File: src/rtl/range_op_pkg.sv
// range_op_pkg: opcodes, FSM states and widths shared by range_op_seq and sub_step.
package range_op_pkg;
  localparam int OPW  = 8;
  localparam int RESW = 16;
  localparam logic [1:0] OP_MOD = 2'b00;
  localparam logic [1:0] OP_SUM = 2'b01;
  localparam logic [1:0] OP_AVG = 2'b10;
  localparam logic [1:0] OP_RSV = 2'b11;
  typedef enum logic [2:0] {IDLE, MOD, SUM, DIV, DONE} state_t;
endpackage

File: src/rtl/range_op_seq_sub_step.sv
// sub_step: one compare-and-subtract step shared by the MOD and DIV loops.
module sub_step
  import range_op_pkg::*;
(
  input  logic [RESW-1:0] a,
  input  logic [RESW-1:0] b,
  output logic            ge,
  output logic [RESW-1:0] diff
);
  assign ge   = a >= b;
  assign diff = a - b;
endmodule

File: src/rtl/range_op_seq.sv
// range_op_seq: multi-cycle MOD / range SUM / range AVG sequencer.
// Optional abort input enabled by defining RANGE_OP_SEQ_ABORT_EN.
module range_op_seq
  import range_op_pkg::*;
(
  input  logic            clk,
  input  logic            rst_n,
  input  logic            start,
  input  logic [OPW-1:0]  op0,
  input  logic [OPW-1:0]  op1,
  input  logic [1:0]      sel,
`ifdef RANGE_OP_SEQ_ABORT_EN
  input  logic            abort,
`endif
  output logic            busy,
  output logic            done,
  output logic [RESW-1:0] res,
  output logic            err
);
  state_t state, state_n;
  logic [OPW-1:0]  opa, opb;
  logic [1:0]      sel_q;
  logic [RESW-1:0] rem, acc, q;
  logic [OPW:0]    i, cnt;
  logic            ge, sum_go, err_in, stop;
  logic [RESW-1:0] diff, dv, fin_res;

  sub_step u_step (.a(rem), .b(dv), .ge(ge), .diff(diff));

`ifdef RANGE_OP_SEQ_ABORT_EN
  assign stop = abort;
`else
  assign stop = 1'b0;
`endif

  always_comb begin
    dv      = state == DIV ? {7'd0, cnt} : {8'd0, opb};
    sum_go  = i <= {1'b0, opb};
    err_in  = sel == OP_RSV || (sel == OP_MOD && op1 == '0) || (sel == OP_AVG && op0 > op1);
    fin_res = state == MOD ? rem : state == SUM ? acc : state == DIV ? q : '0;
    state_n = state;
    case (state)
      IDLE: state_n = !start ? IDLE : err_in ? DONE : sel == OP_MOD ? MOD : SUM;
      MOD:  state_n = stop ? IDLE : ge ? MOD : DONE;
      SUM:  state_n = stop ? IDLE : sum_go ? SUM : sel_q == OP_AVG ? DIV : DONE;
      DIV:  state_n = stop ? IDLE : ge ? DIV : DONE;
      default: state_n = IDLE;
    endcase
  end

  assign busy = state != IDLE;
  assign done = state == DONE;

  always_ff @(posedge clk or negedge rst_n) begin
    if (!rst_n) state <= IDLE;
    else        state <= state_n;
  end

  always_ff @(posedge clk or negedge rst_n) begin
    if (!rst_n) begin
      opa <= '0; opb <= '0; sel_q <= '0;
      rem <= '0; acc <= '0; q <= '0; i <= '0; cnt <= '0;
      res <= '0; err <= 1'b0;
    end else begin
      if (state == IDLE && start) begin
        opa   <= op0;
        opb   <= op1;
        sel_q <= sel;
        rem   <= {8'd0, op0};
        i     <= {1'b0, op0};
        acc   <= '0;
        q     <= '0;
      end
      if (state == MOD && ge) rem <= diff;
      if (state == SUM && sum_go) begin
        acc <= acc + {7'd0, i};
        i   <= i + 9'd1;
      end
      // on loop exit i == op1+1, so i - op0 is the element count
      if (state == SUM && !sum_go) begin
        rem <= acc;
        cnt <= i - {1'b0, opa};
      end
      if (state == DIV && ge) begin
        rem <= diff;
        q   <= q + 16'd1;
      end
      // entering DONE from IDLE is always an error case
      if (state_n == DONE && state != DONE) begin
        res <= fin_res;
        err <= state == IDLE;
      end
    end
  end
endmodule

File: config.mk
export PLATFORM = sky130hd
export DESIGN_NAME = range_op_seq
export DESIGN_NICKNAME = d
export VERILOG_FILES = /design/src/rtl/range_op_pkg.sv /design/src/rtl/range_op_seq_sub_step.sv /design/src/rtl/range_op_seq.sv
export SDC_FILE = /design/constraint.sdc
export NUM_CORES = 1
export LEC_CHECK = 0
export CAP_MARGIN = 20
export CORE_UTILIZATION = 50
export DETAILED_ROUTE_END_ITERATION = 6
export PLACE_DENSITY = 0.71
export SETUP_SLACK_MARGIN = 0.15
export SYNTH_ARGS = -nofsm -noshare
export SYNTH_HDL_FRONTEND = slang
export SYNTH_SLANG_ARGS = --single-unit
File: constraint.sdc
create_clock -name clk -period 3.67 [get_ports clk]
set_input_delay 1.101 -clock clk [delete_from_list [all_inputs] [get_ports clk]]
set_output_delay 1.101 -clock clk [all_outputs]
set_load 0.05 [all_outputs]
==> results of run 1 <==
==> logic make-up (layout without fill, tap and decap cells) <==
logic type / after synthesis / after routing / share of synthesized area (%)
flops: 104 / 104 / 40.1
simple gates: 240 / 240 / 17.8
mux: 47 / 47 / 7.86
fa+ha+maj: 47 / 47 / 9.40
compound gates: 192 / 192 / 18.7
xor+xnor: 18 / 18 / 2.43
buf+inv: 62 / 114 / 3.76
==> worst max-delay path, stage by stage (launching register included) <==
cell and delay, ns:
dfrtp_1 0.41, nor2b_4 0.15, nand2_2 0.11, mux2_2 0.24
ha_1 0.15, inv_1 0.05, fa_1 0.41, a21o_1 0.19
a211o_1 0.35, a211oi_4 0.29, nand2_1 0.17, a31oi_4 0.23
buf_12 0.18, mux2_2 0.34
==> layout by cell type (no fill, tap or decap), types with 4 or more instances in the layout <==
master           netlist  routed
a21o_1                 7       7
a21oi_1               33      33
a22o_1                16      16
a22oi_1                8       8
a31oi_1                5       5
and2_1                 6       6
and3_1                16      16
buf_4                  0      22
clkbuf_16              0       9
clkdlybuf4s50_1        0      38
dfrtp_1              104     104
ha_1                  44      44
inv_1                 35      35
mux2_2                32      32
mux2i_1               15      15
nand2_1               90      89
nand2b_1              10      10
nand3_1               23      23
nand4_1                7       7
nor2_1                48      44
nor2b_1                7       6
nor3_1                 8       6
nor3b_1                5       5
nor4_1                 4       4
o211ai_1               7       7
o21a_1                 7       7
o21ai_0               79      77
o21ai_1                2       4
o31ai_1                6       6
xnor2_1                7       7
xor2_1                11      11
==> state kept, by name (all words and copies together), names as in the netlist <==
| name | count |
|---|---|
| acc | 16 |
| q | 16 |
| rem | 16 |
| res | 16 |
| cnt | 9 |
| i | 9 |
| opa | 8 |
| opb | 8 |
| state | 3 |
| sel_q | 2 |
| err | 1 |
==> routing by layer <==
metal | vias to the layer above | routed length, um | GRT usage [%]
met5 | - | 0 | 0
met4 | 0 | 470 | 10.9
met3 | 39 | 1120 | 6.07
met2 | 214 | 8420 | 46.3
met1 | 2725 | 7670 | 36.2
li1 | 2644 | - | -
==> per-stage QoR <==
stage | util, % | hold WS, ns | TNS (ns) | power [mW]
2_1_floorplan | - | 0.437 | 0 | 4.73
3_3_place_gp | 56.8 | 0.451 | -1.45 | 5.78
3_5_place_dp | 56.8 | 0.462 | -2.39 | 5.93
4_1_cts | 59.6 | 0.479 | 0 | 7.04
5_1_grt | 59.9 | 0.503 | 0 | 7.69
6_report | 59.9 | 0.481 | 0 | 7.16
==> worst min path at each step <==
| stage | from | end | slack, ns |
|---|---|---|---|
| CTS | sel_q[0] | sel_q[0] | 0.48 |
| floorplan | sel_q[0] | sel_q[0] | 0.44 |
| global placement | sel_q[0] | sel_q[0] | 0.45 |
| detailed placement | sel_q[0] | sel_q[0] | 0.46 |
| global route | sel_q[0] | sel_q[0] | 0.50 |
| finish | sel_q[0] | sel_q[0] | 0.48 |
==> power by group <==
| part | internal (mW) | switching (mW) | total, mW | leakage (nW) |
|---|---|---|---|---|
| Sequential | 1.54 | 0.394 | 1.93 | 1.35 |
| Clock | 0.613 | 0.439 | 1.05 | 0.158 |
| Combinational | 1.69 | 2.49 | 4.18 | 2.05 |
| Total | 3.84 | 3.32 | 7.16 | 3.57 |
==> what timing repair did <==
| action | 4_1_cts | 5_1_grt |
|---|---|---|
| endpoints found under the setup margin | 31 | 29 |
| pin swaps | 1 | 1 |
| resized for setup | 2 | 11 |
| hold endpoints to repair | 0 | 0 |
| setup buffers | 1 | 1 |
==> area by class of cell <==
| class | count | area [sq um] | area share [%] |
|---|---|---|---|
| multi-input cells | 544 | 3700 | 48.9 |
| flip-flops and latches | 104 | 2600 | 34.4 |
| repair buffers | 63 | 597 | 7.89 |
| clock buffers | 10 | 239 | 3.16 |
| well taps | 172 | 215 | 2.84 |
| inverters | 35 | 131 | 1.74 |
| clock inverters | 6 | 82.6 | 1.09 |
==> results.json, run 1 <==
{
  "regToRegSetupSlack_ns": 0.27,
  "grt_usage_pct": 28.1,
  "first_iter_violations": 448,
  "via_per_inst": 6.02,
  "ant_nets": 0,
  "gp_congestion": 0.962,
  "routedWlPerCell_um": 18.9,
  "start_kind": "register",
  "rsz0062_at_grt": "no",
  "yosys_register_bits": 104,
  "regToRegEndpoint": "res[0]",
  "antenna_found_initial": 0,
  "cp_max_fo": 17,
  "nNetsFinal": 825,
  "post-place-cells": 916,
  "start_util_pct": 51.5,
  "rr_worst_depth": 13,
  "die_x_um": 116,
  "yosys.area.top_type": "dfrtp_1",
  "crit_required_ns": 3.91,
  "async_flop_share_pct": 100,
  "status": "completed",
  "core_sq_mm": 0.0126,
  "min_path_cells": 2,
  "die-area_sq_mm": 0.0135,
  "num_rows": 41,
  "hold_buffers": 0,
  "hpwl_mm": 13.1,
  "fin_skew_ns": 0.00705,
  "synth-edff-count": 0,
  "vias": 5622,
  "peakVddDrop_v": 0.000486,
  "clk_pin_slew_worst_paths_ns": 0.07,
  "syn_avg_cell_area_sq_um": 9.15,
  "finalSetupViolations": 0,
  "cts_max_level": 3,
  "clk_latency_ns": 0.35,
  "finalWorstSetupSlack_ns": 0.274,
  "slew_violations": 0,
  "grt_pass1_wl_mm": 28.5,
  "grt_max_degree": 57,
  "antenna_cells": 0,
  "rr_startpoint": "state[2]",
  "ys_seq_area_share_pct": 40.1,
  "cts_tree": "yes",
  "synthTopCellsByCount": "104 x dfrtp_1, 90 x nand2_1, 79 x o21ai_0, 48 x nor2_1, 44 x ha_1",
  "power_density_mw_per_mm2": 947,
  "fin_cells": 934,
  "finalCritPeriodShare_pct": 92.5,
  "cts_root_buf": "clkbuf_16",
  "ys.flop_type": "dfrtp_1",
  "relSlewSlack_pct": 27.4,
  "ys_types": 60,
  "syn_area_sq_mm": 0.00650,
  "yosysTopAreaCellShare_pct": 40.1,
  "drive_gt1_share_pct": 11.9,
  "grt_pass1_vias": 5602,
  "synth_nets": 778,
  "clkSinkCount": 104,
  "worstSetupPathType": "register to register",
  "io_buffer_count": 39,
  "synthCells": 710,
  "arrival_ns": 3.63,
  "ios": 40,
  "layout_min_cycle_time_ns": 3.40,
  "fmax_mhz": 294,
  "ys_warn_count": 0,
  "numCtsBuffers": 9,
  "fp.dieH_um": 116,
  "routed_wl_mm": 17.7,
  "grt-ovfl-total": 0,
  "drc": 0,
  "area_delta_synth_final_pct": 16.4,
  "end_kind": "register",
  "p_leak_nw": 3.57,
  "worstMarginPinSlew_ns": 1.08,
  "min_path_type": "register to register",
  "dr.pass1.iters": 6,
  "yosysMostFrequentCell": "dfrtp_1",
  "drv_cap": 0,
  "synth_area_leaders": "dfrtp_1 40%, ha_1 8.5%, o21ai_0 6.1%, mux2_2 5.5%, nand2_1 5.2%",
  "hold_viol": 0,
  "place_ws_ns": -0.151,
  "finalInstanceArea_sq_mm": 0.00756,
  "fill_cells": 1129,
  "startpoint": "state[2]",
  "clock_path_buffers": 2,
  "endpoint": "res[0]",
  "dpl_cell_area_sq_mm": 0.00717
}
Note: power is estimated with default switching activity, not from simulation.
==> inputs of run 2 (changes only) <==
--- a/config.mk
+++ b/config.mk
@@ -6,8 +6,10 @@
 export NUM_CORES = 1
 export LEC_CHECK = 0
 export CAP_MARGIN = 20
+export CORE_MARGIN = 5
 export CORE_UTILIZATION = 50
 export DETAILED_ROUTE_END_ITERATION = 6
+export GPL_ROUTABILITY_DRIVEN = 0
 export PLACE_DENSITY = 0.71
 export SETUP_SLACK_MARGIN = 0.15
 export SYNTH_ARGS = -nofsm -noshare
==> run 2 against run 1 <==
Combinational power fell by 2%; non-clock buffer count grew 5; register-to-register slack barely moved; largest cell class unchanged.
==> results.json, run 2 (synthesis gave the netlist of run 1 again) <==
{
  "fmax_mhz": 294,
  "area_delta_synth_final_pct": 16.4,
  "ios": 40,
  "grt_usage_pct": 24.3,
  "p_leak_nw": 3.58,
  "use_met1_pct": 32.0,
  "num_rows": 41,
  "grt_max_degree": 56,
  "finalCritPeriodShare_pct": 92.6,
  "end_kind": "register",
  "clockPowerShare_pct": 14.6,
  "routedWlPerCell_um": 18.7,
  "antenna_found_initial": 0,
  "ant_nets": 0,
  "rsz0062_at_grt": "no",
  "antenna_cells": 0,
  "hpwl_mm": 13.1,
  "drv_cap": 0,
  "power_density_mw_per_mm2": 932,
  "cts_root_buf": "clkbuf_16",
  "cts_max_level": 3,
  "cts_tree": "yes",
  "slew_violations": 0,
  "hold_viol": 0,
  "clkSinkCount": 104,
  "start_kind": "register",
  "rr_worst_depth": 15,
  "routed_wl_mm": 17.5,
  "min_path_type": "register to register",
  "fin_setup_tns_ns": 0,
  "dr.pass1.iters": 7,
  "final_common_cell": "dfrtp_1",
  "power.switching_mw": 3.22,
  "grt_pass1_vias": 5660,
  "power_frac_comb_pct": 58.1,
  "vias": 5677,
  "power_mw": 7.04,
  "layout_min_cycle_time_ns": 3.40,
  "fp.dieH_um": 124,
  "fin_skew_ns": 0.00946,
  "hold_buffers": 0,
  "start_util_pct": 51.3,
  "worstSetupPathType": "register to register",
  "die_x_um": 124,
  "crit_required_ns": 3.91,
  "clk_latency_ns": 0.35,
  "finalSetupViolations": 0,
  "max_stage_delay_ns": 0.40,
  "grt_pass1_wl_mm": 28.8,
  "p_int_mw": 3.82,
  "clk_pin_slew_worst_paths_ns": 0.07,
  "met2_usage_pct": 38.9,
  "worstMarginPinSlew_ns": 0.851,
  "final_core_util_pct": 59.7,
  "nNetsFinal": 830,
  "relSlewSlack_pct": 42.9,
  "first_iter_violations": 333,
  "seqPwrFrac_pct": 27.3,
  "min_path_cells": 2,
  "arrival_ns": 3.64,
  "via_per_inst": 6.06,
  "peakVddDrop_v": 0.000491,
  "status": "completed",
  "dpl_cell_area_sq_mm": 0.00721,
  "path_cells": "nor2b_2, nand2_2, mux2_2, ha_1, inv_1, fa_1, a21o_1, a211o_1, a211oi_4, buf_6, nand2b_1, buf_4, or2_2, o2111ai_1, o311ai_0",
  "whs_ns": 0.466,
  "p_sw_share_pct": 45.7,
  "io_buffer_count": 39,
  "drc": 0,
  "numCtsBuffers": 9,
  "slowest_stage": "dfrtp_1",
  "top_usage_layer": "met2",
  "drive_gt1_share_pct": 11.9,
  "die-area_sq_mm": 0.0154,
  "cp_max_fo": 6,
  "grt-ovfl-total": 0,
  "clock_path_buffers": 2,
  "finalInstanceArea_sq_mm": 0.00756,
  "met3_usage_pct": 5.68,
  "core_sq_mm": 0.0127,
  "fill_cells": 1085,
  "layout_common_cells": "104 x dfrtp_1, 89 x nand2_1, 77 x o21ai_0, 45 x nor2_1, 44 x ha_1"
}
==> run 2: layer usage <==
| metal | share of wire [%] | up-vias |
|---|---|---|
| li1 | - | 2655 |
| met1 | 43 | 2775 |
| met2 | 47 | 206 |
| met3 | 6.7 | 41 |
| met4 | 3.2 | 0 |
| met5 | 0 | - |
==> run 2: timing repair <==
item,CTS,global route
gates resized for setup,2,5
buffers inserted,1,1
setup endpoints to repair,28,14
pin swaps,1,1
==> run 2: power by group through the flow <==
| stage | Clock [mW] | Sequential, mW | Combinational [mW] |
|---|---|---|---|
| global placement | 0 | 1.92 | 3.86 |
| floorplan | 0 | 2.03 | 2.70 |
| finish | 1.03 | 1.92 | 4.09 |
| CTS | 1.04 | 1.91 | 4.04 |
| global route | 1.09 | 1.97 | 4.51 |
| detailed placement | 0 | 1.93 | 3.98 |
==> run 2: cell type report <==
class | count | area, sq um | share of cell area [%]
clock inverter | 4 | 70.1 | 0.927
clock buffer | 10 | 239 | 3.16
tap | 172 | 215 | 2.85
inverter | 35 | 131 | 1.74
multi-input combinational | 544 | 3670 | 48.5
sequential | 104 | 2600 | 34.4
timing repair buffer | 68 | 634 | 8.39
==> run 2: final timing paths <==
check / endpoint / slack [ns] / from
min in group asynchronous: q[2] / 0.78 / rst_n
max in group asynchronous: cnt[7] / 2.17 / rst_n
setup reg to reg: rem[11] / 0.27 / state[2]
hold / removal: sel_q[0] / 0.47 / sel_q[0]
setup / recovery: rem[11] / 0.27 / state[2]
hold reg to reg: sel_q[0] / 0.47 / sel_q[0]
==> run 2: worst max-delay path, delay by kind of cell, from the launching register on <==
| family | cells | cell delay, ns |
|---|---|---|
| compound gates | 5 | 1.09 |
| fa+ha+maj | 2 | 0.56 |
| buf+inv | 3 | 0.41 |
| flops | 1 | 0.40 |
| mux | 1 | 0.24 |
| simple gates | 4 | 0.57 |
==> run 2: stage by stage <==
| step | setup slack [ns] | cells |
|---|---|---|
| final | 0.272 | 937 |
| after global placement | -0.0676 | 921 |
| after CTS | 0.260 | 936 |
| after global routing | 0.143 | 937 |
| after detailed placement | -0.133 | 921 |
| after floorplan | 0.154 | 710 |
==> inputs of run 3 (changes only) <==
--- a/config.mk
+++ b/config.mk
@@ -12,6 +12,7 @@
 export GPL_ROUTABILITY_DRIVEN = 0
 export PLACE_DENSITY = 0.71
 export SETUP_SLACK_MARGIN = 0.15
+export SKIP_CTS_REPAIR_TIMING = 1
 export SYNTH_ARGS = -nofsm -noshare
 export SYNTH_HDL_FRONTEND = slang
 export SYNTH_SLANG_ARGS = --single-unit
==> constraint.sdc (replaced) <==
create_clock -name clk -period 3.67 [get_ports clk]
set_input_delay 0.367 -clock clk [delete_from_list [all_inputs] [get_ports clk]]
set_output_delay 0.367 -clock clk [all_outputs]
set_load 0.05 [all_outputs]
==> run 3 against run 2 <==
The run now ends with negative hold slack left; register-to-register slack worse by 0.05 ns; global-route usage up 0.66 points; sequential power rose by 2%; largest cell class unchanged; sequential share of layout area rose by 0.32 points; combinational power up 1%.
==> results.json, run 3 (synthesis gave the netlist of run 1 again) <==
{
  "status": "complete, but fails checks",
  "violations": "negative hold slack",
  "fill_cells": 1100,
  "slowest_stage": "dfrtp_1",
  "crit_top_cell": "nand2_2",
  "dr.pass1.iters": 5,
  "path_cells": "nor2b_2, nand2_2, buf_4, mux2i_1, ha_1, and4_1, a211o_1, a211oi_4, nand2_2, a31oi_4, clkbuf_16, mux2_2",
  "drc": 0,
  "grt_usage_pct": 24.9,
  "finalInstanceArea_sq_mm": 0.00749,
  "grt_pass1_vias": 5625,
  "layout_common_cells": "104 x dfrtp_1, 88 x nand2_1, 79 x o21ai_0, 45 x nor2_1, 44 x ha_1",
  "min_path_type": "input port to asynchronous set/reset pin",
  "startpoint": "state[0]",
  "power_density_mw_per_mm2": 943,
  "rsz0062_at_grt": "yes",
  "hold_viol": 22,
  "grt-ovfl-total": 0,
  "arrival_ns": 3.69,
  "cp_max_fo": 8,
  "finalSetupViolations": 0,
  "vias": 5661,
  "routed_wl_mm": 18.1,
  "max_stage_delay_ns": 0.38,
  "ant_nets": 0,
  "finalWorstSetupSlack_ns": 0.227,
  "ios": 40,
  "clk_latency_ns": 0.36,
  "clock_path_buffers": 2,
  "drv_cap": 0,
  "first_iter_violations": 599,
  "peakVddDrop_v": 0.000517,
  "grt_pass1_wl_mm": 29.3,
  "fin_setup_tns_ns": 0,
  "finalCritPeriodShare_pct": 93.8,
  "p_leak_nw": 3.54,
  "dpl_cell_area_sq_mm": 0.00712,
  "whs_ns": -0.0186,
  "via_per_inst": 6.08,
  "die_x_um": 124,
  "slew_violations": 0,
  "place_ws_ns": 0.137,
  "grt_max_degree": 41,
  "cts_tree": "yes",
  "fp.dieH_um": 124,
  "numCtsBuffers": 9,
  "area_delta_synth_final_pct": 15.3,
  "start_kind": "register",
  "worstSetupPathType": "register to register",
  "cp_num_buf_inv": 2,
  "nNetsFinal": 823,
  "regArea_sq_mm": 0.00260,
  "layout_min_cycle_time_ns": 3.44,
  "relSlewSlack_pct": 28.4,
  "drive_gt1_share_pct": 11.3,
  "fmax_mhz": 290,
  "clkSinkCount": 104,
  "num_rows": 41,
  "crit_required_ns": 3.92,
  "worstMarginPinSlew_ns": 1.07,
  "antenna_found_initial": 0,
  "cts_max_level": 3,
  "antenna_cells": 0,
  "rr_startpoint": "state[0]",
  "routedWlPerCell_um": 19.5,
  "io_buffer_count": 39,
  "core_sq_mm": 0.0127,
  "fin_skew_ns": 0.0124,
  "multi_input_area_sq_mm": 0.00367,
  "cts_root_buf": "clkbuf_16",
  "final_common_cell": "dfrtp_1",
  "end_kind": "register",
  "clk_pin_slew_worst_paths_ns": 0.07,
  "crit_family": "compound AO/OA/AOI/OAI gates",
  "die-area_sq_mm": 0.0154,
  "start_util_pct": 51.3,
  "hpwl_mm": 13.6
}
run 3: per-stage QoR:
step           util, %  hold slack (ns)  std cells  power (mW)
6_report          59.1          -0.0186        931        7.06
3_5_place_dp      56.2            0.381        911        5.94
2_1_floorplan        -           0.0714        710        4.73
3_3_place_gp      56.2            0.381        911        5.75
5_1_grt           59.1           0.0250        931        7.55
4_1_cts           58.5         -0.00200        926        6.91
run 3: area by class of cell:
class	instances	share of cell area, %
repair buffers	61	7.79
clock inverters	3	0.301
well taps	172	2.87
multi-input cells	544	49.0
clock buffers	12	3.56
inverters	35	1.75
flip-flops and latches	104	34.8
run 3: final timing paths:
kind / end / slack, ns / depth (start not counted)
worst max-delay path: res[14] / 0.23 / 12
max in group asynchronous: state[0] / 2.82 / 2
worst max register to register: res[14] / 0.23 / 12
min in group clk: sel_q[0] / 0.47 / 2
worst min register to register: sel_q[0] / 0.47 / 2
worst min-delay path: acc[0] / -0.02 / 1
run 3: where the power goes:
part / switching [mW] / internal (mW) / total [mW]
sequential: 0.418 / 1.54 / 1.96
clock: 0.441 / 0.517 / 0.958
combinational: 2.47 / 1.67 / 4.14
total: 3.33 / 3.73 / 7.06
run 3: layer usage:
layer	up-vias	GRT usage [%]	share of wire, %
li1	2644	-	-
met1	2753	33.5	44
met2	213	40.3	47
met3	51	4.09	5.7
met4	0	10.1	3.7
met5	-	0	0
